<file path="config.mk">
export PLATFORM = sky130hd
export DESIGN_NAME = branch_predictor_btb
export DESIGN_NICKNAME = d
export VERILOG_FILES = /design/src/rtl/branch_predictor_btb_pkg.sv /design/src/rtl/branch_predictor_btb_sat_counter.sv /design/src/rtl/branch_predictor_btb.sv
export SDC_FILE = /design/constraint.sdc
export NUM_CORES = 1
export LEC_CHECK = 0
export ABC_AREA = 1
export CAP_MARGIN = 20
export CORE_MARGIN = 4
export CORE_UTILIZATION = 55
export DETAILED_ROUTE_END_ITERATION = 8
export PLACE_DENSITY = 0.71
export SLEW_MARGIN = 20
export SYNTH_ARGS = -nofsm -noshare
export SYNTH_HDL_FRONTEND = slang
export SYNTH_SLANG_ARGS = --single-unit
</file>
<file path="constraint.sdc">
create_clock -name clk -period 37.2 [get_ports clk]
set_clock_uncertainty 0.05 [all_clocks]
set_input_delay 7.44 -clock clk [delete_from_list [all_inputs] [get_ports clk]]
set_output_delay 7.44 -clock clk [all_outputs]
set_load 0.1 [all_outputs]
</file>
<file path="src/rtl/branch_predictor_btb_pkg.sv">
// Shared definitions for the branch target buffer: PC field layout, update
// actions and the weak-taken counter seed.
package branch_predictor_btb_pkg;

  localparam int PC_W      = 32;
  localparam int PC_ALIGN  = 2;
  localparam int CNT_MAX_W = 4;

  typedef enum logic [1:0] {
    UPD_NONE,
    UPD_TRAIN,
    UPD_ALLOC,
    UPD_INV
  } upd_act_e;

  // Weakly-taken seed for a freshly allocated entry: MSB set, rest clear.
  function automatic logic [CNT_MAX_W-1:0] weak_taken(input int w);
    return CNT_MAX_W'(1) << (w - 1);
  endfunction

endpackage

</file>
<file path="src/rtl/branch_predictor_btb_sat_counter.sv">
// Saturating up/down counter used on the BTB update path to retrain the
// direction counter of the entry being written.
module sat_counter #(
  parameter int W = 2
) (
  input  logic [W-1:0] in,
  input  logic         inc,
  input  logic         dec,
  output logic [W-1:0] out
);

  always_comb begin
    out = in;
    if (inc && !dec) begin
      if (in != '1) out = in + W'(1);
    end else if (dec && !inc) begin
      if (in != '0) out = in - W'(1);
    end
  end

endmodule

</file>
<file path="src/rtl/branch_predictor_btb.sv">
// Direct-mapped branch target buffer with per-entry saturating direction
// counters, zero-latency lookup for IF and training from ID.
module branch_predictor_btb
  import branch_predictor_btb_pkg::*;
#(
  parameter int ENTRIES = 16,
  parameter int TAG_W   = 8,
  parameter int CNT_W   = 2,
  parameter int STAT_W  = 16
) (
  input  logic              clk,
  input  logic              rst,
  input  logic [PC_W-1:0]   lu_pc,
  output logic              pred_taken,
  output logic [PC_W-1:0]   pred_target,
  input  logic              upd_valid,
  input  logic [PC_W-1:0]   upd_pc,
  input  logic              upd_taken,
  input  logic [PC_W-1:0]   upd_target,
  input  logic              upd_pred_taken,
  input  logic [PC_W-1:0]   upd_pred_tgt,
  input  logic              inv,
  output logic              mispredict,
  output logic [STAT_W-1:0] stat_branches,
  output logic [STAT_W-1:0] stat_mispred
);

  localparam int IDX_W  = $clog2(ENTRIES);
  localparam int TAG_LO = IDX_W + PC_ALIGN;
  localparam int TAG_HI = TAG_LO + TAG_W - 1;

  localparam logic [CNT_MAX_W-1:0] WEAK_FULL = weak_taken(CNT_W);
  localparam logic [CNT_W-1:0]     WEAK      = WEAK_FULL[CNT_W-1:0];

  function automatic logic [STAT_W-1:0] stat_inc(input logic [STAT_W-1:0] v,
                                                 input logic en);
    return (en && (v != '1)) ? v + STAT_W'(1) : v;
  endfunction

  logic              valid_q  [ENTRIES];
  logic [TAG_W-1:0]  tag_q    [ENTRIES];
  logic [PC_W-1:0]   target_q [ENTRIES];
  logic [CNT_W-1:0]  cnt_q    [ENTRIES];

  logic [IDX_W-1:0]  lu_idx, upd_idx;
  logic [TAG_W-1:0]  lu_tag, upd_tag;
  logic              lu_hit, upd_hit;
  logic [CNT_W-1:0]  cnt_next;
  upd_act_e          upd_act;

  assign lu_idx  = lu_pc[TAG_LO-1:PC_ALIGN];
  assign lu_tag  = lu_pc[TAG_HI:TAG_LO];
  assign upd_idx = upd_pc[TAG_LO-1:PC_ALIGN];
  assign upd_tag = upd_pc[TAG_HI:TAG_LO];

  // Fetch-side lookup reads the registered table, so a same-cycle write is
  // only visible from the following cycle.
  assign lu_hit      = valid_q[lu_idx] && (tag_q[lu_idx] == lu_tag);
  assign pred_taken  = lu_hit && cnt_q[lu_idx][CNT_W-1];
  assign pred_target = pred_taken ? target_q[lu_idx] : '0;

  assign upd_hit    = valid_q[upd_idx] && (tag_q[upd_idx] == upd_tag);
  assign mispredict = upd_valid &&
                      ((upd_taken != upd_pred_taken) ||
                       (upd_taken && (upd_target != upd_pred_tgt)));

  sat_counter #(.W(CNT_W)) u_dir_cnt (
    .in  (cnt_q[upd_idx]),
    .inc (upd_taken),
    .dec (!upd_taken),
    .out (cnt_next)
  );

  always_comb begin
    upd_act = UPD_NONE;
    if (inv) begin
      upd_act = UPD_INV;
    end else if (upd_valid) begin
      if (upd_hit)        upd_act = UPD_TRAIN;
      else if (upd_taken) upd_act = UPD_ALLOC;
    end
  end

  always_ff @(posedge clk or posedge rst) begin
    if (rst) begin
      for (int i = 0; i < ENTRIES; i++) begin
        valid_q[i]  <= 1'b0;
        tag_q[i]    <= '0;
        target_q[i] <= '0;
        cnt_q[i]    <= '0;
      end
    end else begin
      case (upd_act)
        UPD_INV: begin
          for (int i = 0; i < ENTRIES; i++) valid_q[i] <= 1'b0;
        end
        UPD_TRAIN: begin
          cnt_q[upd_idx] <= cnt_next;
          if (upd_taken) target_q[upd_idx] <= upd_target;
        end
        UPD_ALLOC: begin
          valid_q[upd_idx]  <= 1'b1;
          tag_q[upd_idx]    <= upd_tag;
          target_q[upd_idx] <= upd_target;
          cnt_q[upd_idx]    <= WEAK;
        end
        default: ;
      endcase
    end
  end

  // Statistics keep counting even when an invalidate pre-empts the table write.
  always_ff @(posedge clk or posedge rst) begin
    if (rst) begin
      stat_branches <= '0;
      stat_mispred  <= '0;
    end else begin
      stat_branches <= stat_inc(stat_branches, upd_valid);
      stat_mispred  <= stat_inc(stat_mispred, mispredict);
    end
  end

  generate
    if (TAG_HI < PC_W - 1) begin : g_unused_hi
      logic unused_hi;
      assign unused_hi = ^{lu_pc[PC_W-1:TAG_HI+1], upd_pc[PC_W-1:TAG_HI+1]};
    end
  endgenerate

  logic unused_lo;
  assign unused_lo = ^{lu_pc[PC_ALIGN-1:0], upd_pc[PC_ALIGN-1:0]};

endmodule
</file>
==> metrics.md <==
| Metric | Value |
|---|---|
| Routability cong. | `0.8536` |
| RR Endpoint | `target_q[324]$_DFFE_PP0P_` |
| CORE AREA | `62970 µm²` |
| Die width | `260.1 µm` |
| Die area | `67640 µm²` |
| Clock transition at path regs | `0.05 ns` |
| Leakage power | `18.01 nW` |
| Reg area | `18020 µm²` |
| Most common cell in the netlist | `nand2_1` |
| FF-to-FF path depth | `18` |
| Clock Tree Root | `clkbuf_16` |
| Flop pwr share | `46.7%` |
| Psw | `0.6977 mW` |
| Largest net degree at the start of global routing | `188` |
| DR pass1 iterations | `6` |
| GRT overflow | `0` |
| Share of cells above drive strength 1 | `5.515%` |
| Run status | `finished clean` |
| WL final | `107.0 mm` |
| Fmax | `49.70 MHz` |
| Cts bufs inserted | `79` |
| Tmin final | `20.12 ns` |
| Maximum VDD drop | `0.04072 mV` |
| Sequential share of the synthesized area | `51.55%` |
| # fillers | `5584` |
| IO buf count | `159` |
| Final worst setup slack | `17.08 ns` |
| Initial antenna violation count | `1` |
| CTS tree | `built` |
| Async SR Flop Fraction | `100.0%` |
| Hold buffer count at CTS | `0` |
| Synth unique cells | `42` |
| Mapped Cells | `4407` |
| Cell area after synthesis | `34950 µm²` |
| ANT nets after route | `0` |
| Setup CP Type | `in2out` |
| Final max-slew violation count | `0` |
| Clk_lat worst skew | `0.63 ns` |
| Sink Count | `720` |
| Smallest hold slack | `0.4335 ns` |
| RSZ-0062 raised after global routing | `false` |
| Grt peak-use layer | `met2` |
| Die Y | `260.1 µm` |
| Global-route wire length before repair | `167.7 mm` |
| Required time worst endpoint | `29.71 ns` |
| Area occupied by multi-input gates | `14980 µm²` |
| Worst hold path class | `reg2reg` |
| Crit start category | `input pin` |
| Crit path from | `lu_pc[2]` |
| Initial drt markers | `3789` |
| Clock H-tree levels | `3` |
| Crit path DAT | `12.63 ns` |
| Crit Path Max Fanout | `99` |
| Area after DPL | `36560 µm²` |
| Ys Warns | `0` |
| Max Root-Sink Buffers | `3` |
| Power consumption | `2.290 mW` |
| Dpl cells | `5124` |
| Row cnt | `92` |
| Synthesized area per cell | `7.930 µm²` |
| Met3 Track Usage GR | `5.249%` |
| Post-layout nets | `4502` |
| Post-DP HPWL | `57.37 mm` |
| Period utilisation layout | `54.09%` |
| Clock share of power | `35.1%` |
| Via count | `31233` |
| Post-synth top area cell | `dfrtp_1` |
| Post-synth top area share | `51.55%` |
| PwrDens | `58.28 nW/µm²` |
| Setup TNS | `0 ns` |
| Vias in the first global route | `29604` |
| Non-Filler Instances | `5271` |
| Met2 GRT Util | `49.96%` |
| Switching Share | `30.47%` |
| Main synth FF type | `dfrtp_1` |
| Measured slew at the worst slew-check pin | `1.133 ns` |
| Starting density of the core | `55.50%` |
| Final core occ | `62.40%` |
| Synth top area cells | `dfrtp_1, nand2_1, o21ai_0` |
| Gr usage total | `31.27%` |
| CP endpoint | `pred_target[0]` |
| Rel. slew slack | `24.48%` |
| Mapped Nets | `4547` |
| Most frequent cells after synthesis | `nand2_1, o21ai_0, dfrtp_1` |
| Drt via density | `5.925` |
| Post_cts resized | `0` |
| DR WL/cell | `20.30 µm` |
| Io pins | `200` |
| # DRC | `0` |
| Design area | `39290 µm²` |
| Max_cap viols | `0` |
| FF-to-FF setup slack | `33.44 ns` |
| Layout area overhead | `12.43%` |
| Final hold violation count | `0` |
| Post-synth EDFFs | `0` |
| Critical path endpoint category | `primary output` |
| Combinational cell fraction of total power | `18.2%` |
| FF-to-FF Start | `tag_q[77]$_DFFE_PP0P_` |
| # setup viols final | `0` |
| Met1 usage | `44.03%` |
| Seq cells post-synth | `720` |
| Dpl ws | `16.72 ns` |
| Postcts setup bufs | `0` |
| Cell-internal power | `1.592 mW` |
==> power groups by stage <==
stage          combinational, mW  sequential [mW]  clock, mW
2_1_floorplan              0.282             1.09          0
3_3_place_gp               0.400             1.07          0
3_5_place_dp               0.414             1.08          0
4_1_cts                    0.415             1.07      0.812
5_1_grt                    0.476             1.09      0.846
6_report                   0.416             1.07      0.804
==> worst max-delay path, cell delays in order <==
cell	delay, ns
buf_8	0.36
buf_4	0.94
buf_4	0.51
nor2_1	0.07
nor2_1	0.08
o21ai_0	0.09
nand3_1	0.12
nand3_1	0.18
nand3_1	0.18
nand2_1	0.06
nor2_1	0.12
nand3_2	0.08
buf_4	0.34
nor3_1	0.68
clkdlybuf4s50_1	1.28
==> cells by family after synthesis <==
family | Yosys count | share of synthesized area [%]
buffers and inverters | 476 | 5.728
adders and majority gates | 6 | 0.2148
DFF | 720 | 51.55
and+or+nand+nor | 1927 | 21.97
AOI/OAI and AO/OA | 1235 | 19.45
muxes | 1 | 0.03222
xor gates and xnor gates | 42 | 1.053
==> layout by cell type, fill, tap and decap left out, types with 23 or more instances in the layout <==
cell type,count
inv_1,133
dfrtp_1,720
clkdlybuf4s50_1,154
nor3_2,29
o21ai_1,36
xor2_1,23
nand3_1,104
buf_4,45
o21ai_0,721
o211ai_1,24
nand4_1,27
a21oi_1,295
nor2_1,306
a221oi_1,119
clkbuf_8,23
nand2_1,1415
clkbuf_16,81
==> worst min path at each step <==
stage                                    from                        end  slack, ns  cells after the start
global route         target_q[73]$_DFFE_PP0P_   target_q[73]$_DFFE_PP0P_       0.44                      2
floorplan           target_q[207]$_DFFE_PP0P_  target_q[207]$_DFFE_PP0P_       0.40                      2
CTS                 target_q[248]$_DFFE_PP0P_  target_q[248]$_DFFE_PP0P_       0.44                      2
finish              target_q[474]$_DFFE_PP0P_  target_q[474]$_DFFE_PP0P_       0.43                      2
detailed placement  target_q[471]$_DFFE_PP0P_  target_q[471]$_DFFE_PP0P_       0.42                      2
global placement    target_q[258]$_DFFE_PP0P_  target_q[258]$_DFFE_PP0P_       0.42                      2
==> state kept, by name, indices dropped and copies added, names as in the netlist <==
name	cells
target_q	512
stat_branches	16
tag_q	128
stat_mispred	16
cnt_q	32
valid_q	16
==> metal layers <==
metal | part of all wire, % | vias up
met5 | 0 | -
met4 | 3.2 | 0
met3 | 7.6 | 250
met2 | 46 | 1299
met1 | 43 | 15090
li1 | - | 14594
==> cell type report <==
cell class | count | share of cell area (%)
Antenna cell | 1 | 0.006369
Sequential cell | 720 | 45.86
Timing Repair Buffer | 207 | 5.117
Clock buffer | 119 | 6.108
Multi-Input combinational cell | 3211 | 38.12
Inverter | 143 | 1.430
Tap cell | 846 | 2.694
Clock inverter | 24 | 0.6719
Note: power is estimated with default switching activity, not from simulation.
